==> src/rtl/fsm_ctrl_pkg.sv <==
// fsm_ctrl_pkg
// Shared constants for the FIFO-monitor control FSM:
//   - five one-hot state encodings (5 bits each)
//   - width of the ACTIVE->IDLE debounce counter
package fsm_ctrl_pkg;

  localparam int STATE_W = 5;

  localparam logic [STATE_W-1:0] ST_RESET  = 5'b00001;
  localparam logic [STATE_W-1:0] ST_INIT   = 5'b00010;
  localparam logic [STATE_W-1:0] ST_IDLE   = 5'b00100;
  localparam logic [STATE_W-1:0] ST_ACTIVE = 5'b01000;
  localparam logic [STATE_W-1:0] ST_ERROR  = 5'b10000;

  // Wide enough for IDLE_CYC up to 15.
  localparam int IDLE_CNT_W = 4;

endpackage

==> src/rtl/idle_debounce.sv <==
// idle_debounce
// Counts consecutive all-empty cycles while the FSM is ACTIVE and flags the
// cycle on which the FSM may drop back to IDLE.
// Ports:
//   clk        rising-edge clock
//   reset      asynchronous active-high reset
//   en         FSM is in ACTIVE; counter is held at zero otherwise
//   clr        FSM is leaving ACTIVE this cycle for another reason
//   all_empty  every monitored FIFO reports empty this cycle
//   done       combinational: this all-empty cycle is number IDLE_CYC
module idle_debounce
  import fsm_ctrl_pkg::*;
#(
  parameter int IDLE_CYC = 4
) (
  input  logic clk,
  input  logic reset,
  input  logic en,
  input  logic clr,
  input  logic all_empty,
  output logic done
);

  localparam logic [IDLE_CNT_W-1:0] LAST_CNT = IDLE_CNT_W'(IDLE_CYC - 1);

  logic [IDLE_CNT_W-1:0] cnt_q;
  logic [IDLE_CNT_W-1:0] cnt_d;

  // The count holds the number of all-empty cycles already seen, so the
  // IDLE_CYC-th one is the cycle where it equals IDLE_CYC-1 (IDLE_CYC=1
  // therefore fires on the very first all-empty cycle).
  assign done = en & all_empty & (cnt_q == LAST_CNT);

  always_comb begin
    // NOTE: every variable written here gets a default first, so no path
    // leaves it unassigned and no latch is inferred.
    cnt_d = cnt_q;
    if (!en || clr || !all_empty || done) begin
      cnt_d = '0;
    end else begin
      cnt_d = cnt_q + 1'b1;
    end
  end

  // NOTE: sequential state uses non-blocking assignments so every flop
  // samples pre-edge values regardless of block evaluation order.
  always_ff @(posedge clk or posedge reset) begin
    if (reset) begin
      cnt_q <= '0;
    end else begin
      cnt_q <= cnt_d;
    end
  end

endmodule

==> src/rtl/fsm_ctrl.sv <==
// fsm_ctrl
// Control FSM for a bank of monitored FIFOs. Latches an almost-full /
// almost-empty threshold pair during INIT, validates it, then tracks FIFO
// activity (IDLE/ACTIVE) and collects sticky per-FIFO errors in ERROR.
// All outputs are registered (Moore).
// Ports:
//   clk, reset           clock; asynchronous active-high reset
//   init                 request entry to / hold in INIT
//   fifo_error           per-FIFO error flags
//   fifo_empty           per-FIFO empty flags (1 = empty)
//   af_thr_in/ae_thr_in  thresholds sampled while in INIT
//   af_thr/ae_thr        latched thresholds
//   error_out            sticky error vector (nonzero only in ERROR)
//   cfg_error            latched threshold pair invalid (only in ERROR)
//   init_out/idle_out/active_out  state indicators
module fsm_ctrl
  import fsm_ctrl_pkg::*;
#(
  parameter int NUM_FIFOS = 5,
  parameter int TH_W      = 3,
  parameter int IDLE_CYC  = 4
) (
  input  logic                 clk,
  input  logic                 reset,
  input  logic                 init,
  input  logic [NUM_FIFOS-1:0] fifo_error,
  input  logic [NUM_FIFOS-1:0] fifo_empty,
  input  logic [TH_W-1:0]      af_thr_in,
  input  logic [TH_W-1:0]      ae_thr_in,
  output logic [TH_W-1:0]      af_thr,
  output logic [TH_W-1:0]      ae_thr,
  output logic [NUM_FIFOS-1:0] error_out,
  output logic                 cfg_error,
  output logic                 init_out,
  output logic                 idle_out,
  output logic                 active_out
);

  logic [STATE_W-1:0]   state_q,      state_d;
  logic [TH_W-1:0]      af_thr_q,     af_thr_d;
  logic [TH_W-1:0]      ae_thr_q,     ae_thr_d;
  logic [NUM_FIFOS-1:0] error_out_q,  error_out_d;
  logic                 cfg_error_q,  cfg_error_d;
  logic                 init_out_q,   init_out_d;
  logic                 idle_out_q,   idle_out_d;
  logic                 active_out_q, active_out_d;

  logic any_error;
  logic all_empty;
  logic cfg_bad;
  logic in_active;
  logic idle_done;

  assign any_error = |fifo_error;
  assign all_empty = &fifo_empty;
  assign in_active = (state_q == ST_ACTIVE);

  // A usable pair needs a non-zero almost-full level strictly above the
  // almost-empty level.
  assign cfg_bad = (af_thr_in <= ae_thr_in) || (af_thr_in == '0);

  // Error and init override the idle rule, so the count is dropped on any
  // cycle that leaves ACTIVE through them.
  idle_debounce #(
    .IDLE_CYC (IDLE_CYC)
  ) u_idle_debounce (
    .clk       (clk),
    .reset     (reset),
    .en        (in_active),
    .clr       (any_error | init),
    .all_empty (all_empty),
    .done      (idle_done)
  );

  always_comb begin
    state_d     = state_q;
    af_thr_d    = af_thr_q;
    ae_thr_d    = ae_thr_q;
    // Error outputs are zero unless the next state is ERROR.
    error_out_d = '0;
    cfg_error_d = 1'b0;

    case (state_q)
      ST_RESET: begin
        state_d = ST_INIT;
      end

      ST_INIT: begin
        af_thr_d = af_thr_in;
        ae_thr_d = ae_thr_in;
        if (!init) begin
          if (cfg_bad) begin
            state_d     = ST_ERROR;
            cfg_error_d = 1'b1;
          end else begin
            state_d = ST_IDLE;
          end
        end
      end

      ST_IDLE, ST_ACTIVE: begin
        if (any_error) begin
          state_d     = ST_ERROR;
          error_out_d = fifo_error;
        end else if (init) begin
          state_d = ST_INIT;
        end else if (!all_empty) begin
          state_d = ST_ACTIVE;
        end else if (in_active && idle_done) begin
          state_d = ST_IDLE;
        end
      end

      ST_ERROR: begin
        // init beats a simultaneous fifo_error: leave and clear everything.
        if (init) begin
          state_d = ST_INIT;
        end else begin
          error_out_d = error_out_q | fifo_error;
          cfg_error_d = cfg_error_q;
        end
      end

      default: begin
        state_d = ST_RESET;
      end
    endcase

    // Indicators are derived from the next state so they change on the same
    // edge as the state register.
    init_out_d   = (state_d == ST_INIT);
    idle_out_d   = (state_d == ST_IDLE);
    active_out_d = (state_d == ST_ACTIVE);
  end

  always_ff @(posedge clk or posedge reset) begin
    if (reset) begin
      state_q      <= ST_RESET;
      af_thr_q     <= '0;
      ae_thr_q     <= '0;
      error_out_q  <= '0;
      cfg_error_q  <= 1'b0;
      init_out_q   <= 1'b0;
      idle_out_q   <= 1'b0;
      active_out_q <= 1'b0;
    end else begin
      state_q      <= state_d;
      af_thr_q     <= af_thr_d;
      ae_thr_q     <= ae_thr_d;
      error_out_q  <= error_out_d;
      cfg_error_q  <= cfg_error_d;
      init_out_q   <= init_out_d;
      idle_out_q   <= idle_out_d;
      active_out_q <= active_out_d;
    end
  end

  assign af_thr     = af_thr_q;
  assign ae_thr     = ae_thr_q;
  assign error_out  = error_out_q;
  assign cfg_error  = cfg_error_q;
  assign init_out   = init_out_q;
  assign idle_out   = idle_out_q;
  assign active_out = active_out_q;

endmodule

==> config.mk <==
export PLATFORM = sky130hd
export DESIGN_NAME = fsm_ctrl
export DESIGN_NICKNAME = d
export VERILOG_FILES = /design/src/rtl/fsm_ctrl_pkg.sv /design/src/rtl/idle_debounce.sv /design/src/rtl/fsm_ctrl.sv
export SDC_FILE = /design/constraint.sdc
export NUM_CORES = 1
export LEC_CHECK = 0
export ABC_AREA = 1
export BUFFER_PORTS_ARGS = -buffer_cell sky130_fd_sc_hd__buf_2
export CAP_MARGIN = 20
export CORE_ASPECT_RATIO = 0.9
export CORE_MARGIN = 3
export CORE_UTILIZATION = 46
export CTS_CLUSTER_DIAMETER = 30
export DETAILED_ROUTE_END_ITERATION = 7
export GPL_TIMING_DRIVEN = 0
export PLACE_DENSITY = 0.74
export REMOVE_ABC_BUFFERS = 1
export SYNTH_ARGS = -nofsm -noshare
export SYNTH_HDL_FRONTEND = slang
export SYNTH_HIERARCHICAL = 1
export SYNTH_SLANG_ARGS = --single-unit
==> constraint.sdc <==
create_clock -name clk -period 1.4 [get_ports clk]
set_input_delay 0.07 -clock clk [delete_from_list [all_inputs] [get_ports clk]]
set_output_delay 0.07 -clock clk [all_outputs]
set_load 0.05 [all_outputs]
==> impl_metrics.tcl <==
set metrics [dict create \
    layout_common_cells "nand2_1, buf_2, dfrtp_1, inv_1" \
    p_per_area_nw_per_um2 1550 \
    max_freq_ghz 0.644 \
    slew_violations 0 \
    finClkSkew_ns 0.00497 \
    r2r_start "state_q[4]" \
    final_antenna_net_count 0 \
    wl_um 3310 \
    worstRegToRegCells 9 \
    crit_path_start_kind "register" \
    synth-compound-area-share 0.0979 \
    synth_simple_gate_area_frac 0.325 \
    violations "negative setup slack" \
    path_max_fanout 5 \
    endpoint "idle_out" \
    grt_use_met2 0.321 \
    gr-total-overflow 0 \
    clockPowerShare 0.137 \
    first_pass_iters 4 \
    layout_min_cycle_time_ns 1.55 \
    status "finished, violations left" \
    htreeDepth 1 \
    irDropWorstVdd_mv 1.05 \
    cts_tree "done" \
    gp_congestion 0.783 \
    synth_adder_area_share 0.0384 \
    hold_violations 0 \
    synthesis.instances 153 \
    path_clk_slew_ns 0.13 \
    hp-class "input port to register" \
    synth.area.mux_share 0 \
    rows 17 \
    hpwl_um 2180 \
    whs_ns 0.00766 \
    yosys_warnings 6 \
    antenna_found_initial 0 \
    synth_xor_area_frac 0.00672 \
    grt_max_degree 21 \
    regToRegEndpoint "idle_out" \
    reg2reg_slack_ns -0.15 \
    portBuffers 33 \
    pwr-share-seq 0.373 \
    intPower_uw 1410 \
    rsz0062_at_grt "yes" \
    clk_latency_ns 0.31 \
    p_sw_frac 0.462 \
    drive_above_1_share 0.378 \
    die_y_um 56.5 \
    grt_pass1_wl_um 5060 \
    met1_usage 0.219 \
    p_leak_uw 0.000881 \
    dr_total_vias 1220 \
    ys_ff_latch 24 \
    area_growth_pct 29.8 \
    critPathLaunch "state_q[4]" \
    io_pins 34 \
    drt_iter0_drc 62 \
    n_antenna_cell 0 \
    setup_viol 5 \
    ys_seq_area_frac 0.462 \
    cts_buffers 3 \
    regArea_sq_um 603 \
    final_common_cell "nand2_1" \
    core_sq_um 2570 \
    ys_types 28 \
    busiest_layer "met2" \
    fillers 194 \
    arrival_ns 1.79 \
    avgRoutedWirePerCell_um 13.8 \
    finalNetCount 225 \
    drc_errors 0 \
    hold_depth 3 \
    clock_path_buffers 2 \
    start_util 0.507 \
    drv_cap 0 \
    required_ns 1.63 \
    multi_input_area_sq_um 662 \
    dieArea_sq_um 3510 \
    period_share 1.11 \
    slew_headroom 0.492 \
    synth_area_per_cell_sq_um 8.52 \
    p_comb_frac 0.490 \
    cts_num_sinks 24 \
    p_sw_uw 1210 \
    clock-root-buffer "clkbuf_4" \
    dieWidth_um 62.1 \
    worst_slack_ns -0.154 \
    critPathKind "register to register" \
    crit_path_end_kind "register" \
    worst_pin_slew_ns 0.762 \
    vias_per_cell 5.10 \
    track_usage 0.180 \
    grt_pass1_vias 1171 \
    grt_use_met3 0.0300 \
    totalPowerFinal_uw 2620 \
    netlist_area_sq_um 1300 \
    synth_top_family_by_area "simple AND/OR/NAND/NOR gates" \
]
## worst max-delay path: stages, from the launching register on
cell and delay, ns:
dfrtp_1 0.43, inv_2 0.14, nand2_4 0.07, nor3_2 0.09, nand2_1 0.09, nor2_1 0.15, nand4_1 0.14, nand2_1 0.11
nand2_2 0.07, o21ai_2 0.17
## Yosys cell counts
cell / instances / area share
inv_2: 1 / 0.0029
nor3_2: 1 / 0.0077
ha_1: 4 / 0.038
xnor2_1: 1 / 0.0067
buf_2: 1 / 0.0038
nand2_1: 38 / 0.11
a21oi_1: 5 / 0.019
nor2_4: 1 / 0.0086
nand4_1: 3 / 0.014
nand2_2: 2 / 0.0096
nand3_1: 8 / 0.031
inv_1: 18 / 0.052
nor3_1: 2 / 0.0077
dfrtp_1: 23 / 0.44
dfstp_2: 1 / 0.020
nor2_8: 1 / 0.015
nand3_4: 1 / 0.013
nand3b_1: 3 / 0.017
nand2_4: 2 / 0.017
nor2_1: 12 / 0.035
o21ai_0: 9 / 0.035
nor2_2: 4 / 0.019
buf_6: 1 / 0.0086
or2_1: 1 / 0.0048
nand3_2: 2 / 0.015
o21ai_1: 1 / 0.0038
o21ai_2: 6 / 0.040
clkinv_1: 1 / 0.0029
## power by group through the flow
stage / Sequential (uW) / Combinational, uW / Clock (uW)
3_5_place_dp: 982 / 1130 / 0
4_1_cts: 973 / 1210 / 367
3_3_place_gp: 979 / 1090 / 0
2_1_floorplan: 1380 / 464 / 0
6_report: 976 / 1280 / 359
5_1_grt: 994 / 1390 / 405
## worst min path at each step
stage                   from                       end
4_1_cts        fifo_error[3]              error_out[3]
6_report        af_thr_in[1]                 af_thr[1]
5_1_grt        fifo_error[2]              error_out[2]
3_3_place_gp           reset  u_idle_debounce/cnt_q[1]
3_5_place_dp           reset  u_idle_debounce/cnt_q[1]
2_1_floorplan          reset  u_idle_debounce/cnt_q[0]
## final cells by class
class,count,area share
Clock buffer,4,0.0214
Multi-Input combinational cell,108,0.391
Timing Repair Buffer,45,0.158
Tap cell,38,0.0281
Inverter,20,0.0444
Sequential cell,24,0.357
## kinds of logic (layout without fill, tap and decap cells)
logic type,after synthesis,count (layout)
simple gates,81,82
flops,24,24
buf+inv,22,69
compound gates,21,21
fa+ha+maj,4,4
xor+xnor,1,1
## routing by layer
layer  share of wire  vias to the layer above
li1                -                      588
met2            0.51                       54
met5               0                        -
met3           0.064                        8
met1            0.41                      570
met4           0.017                        0
## flip-flops by register name, indices dropped and copies added, names as in the netlist
signal and flops:
u_idle_debounce/cnt_q 4, cfg_error 1, active_out 1, ae_thr 3
idle_out 1, af_thr 3, error_out 5, init_out 1
state_q 5
## per-stage QoR
stage	setup TNS, ns	cells	utilization	area, sq um	setup slack, ns
floorplan	0	151	-	1290	0.0282
global placement	-0.248	222	0.583	1500	-0.106
detailed placement	-0.526	222	0.583	1500	-0.119
CTS	-0.00772	234	0.631	1620	-0.00772
global route	-1.09	239	0.657	1690	-0.232
finish	-0.322	239	0.657	1690	-0.154
## timing repair
item | CTS | global route
setup endpoints to repair | 10 | 16
buffers inserted | 3 | 5
pin swaps | 4 | 5
hold endpoints to repair | 27 | 0
hold buffers | 5 | 0
cloned | 0 | 1
resized for setup | 4 | 10
Note: power is estimated with default switching activity, not from simulation.
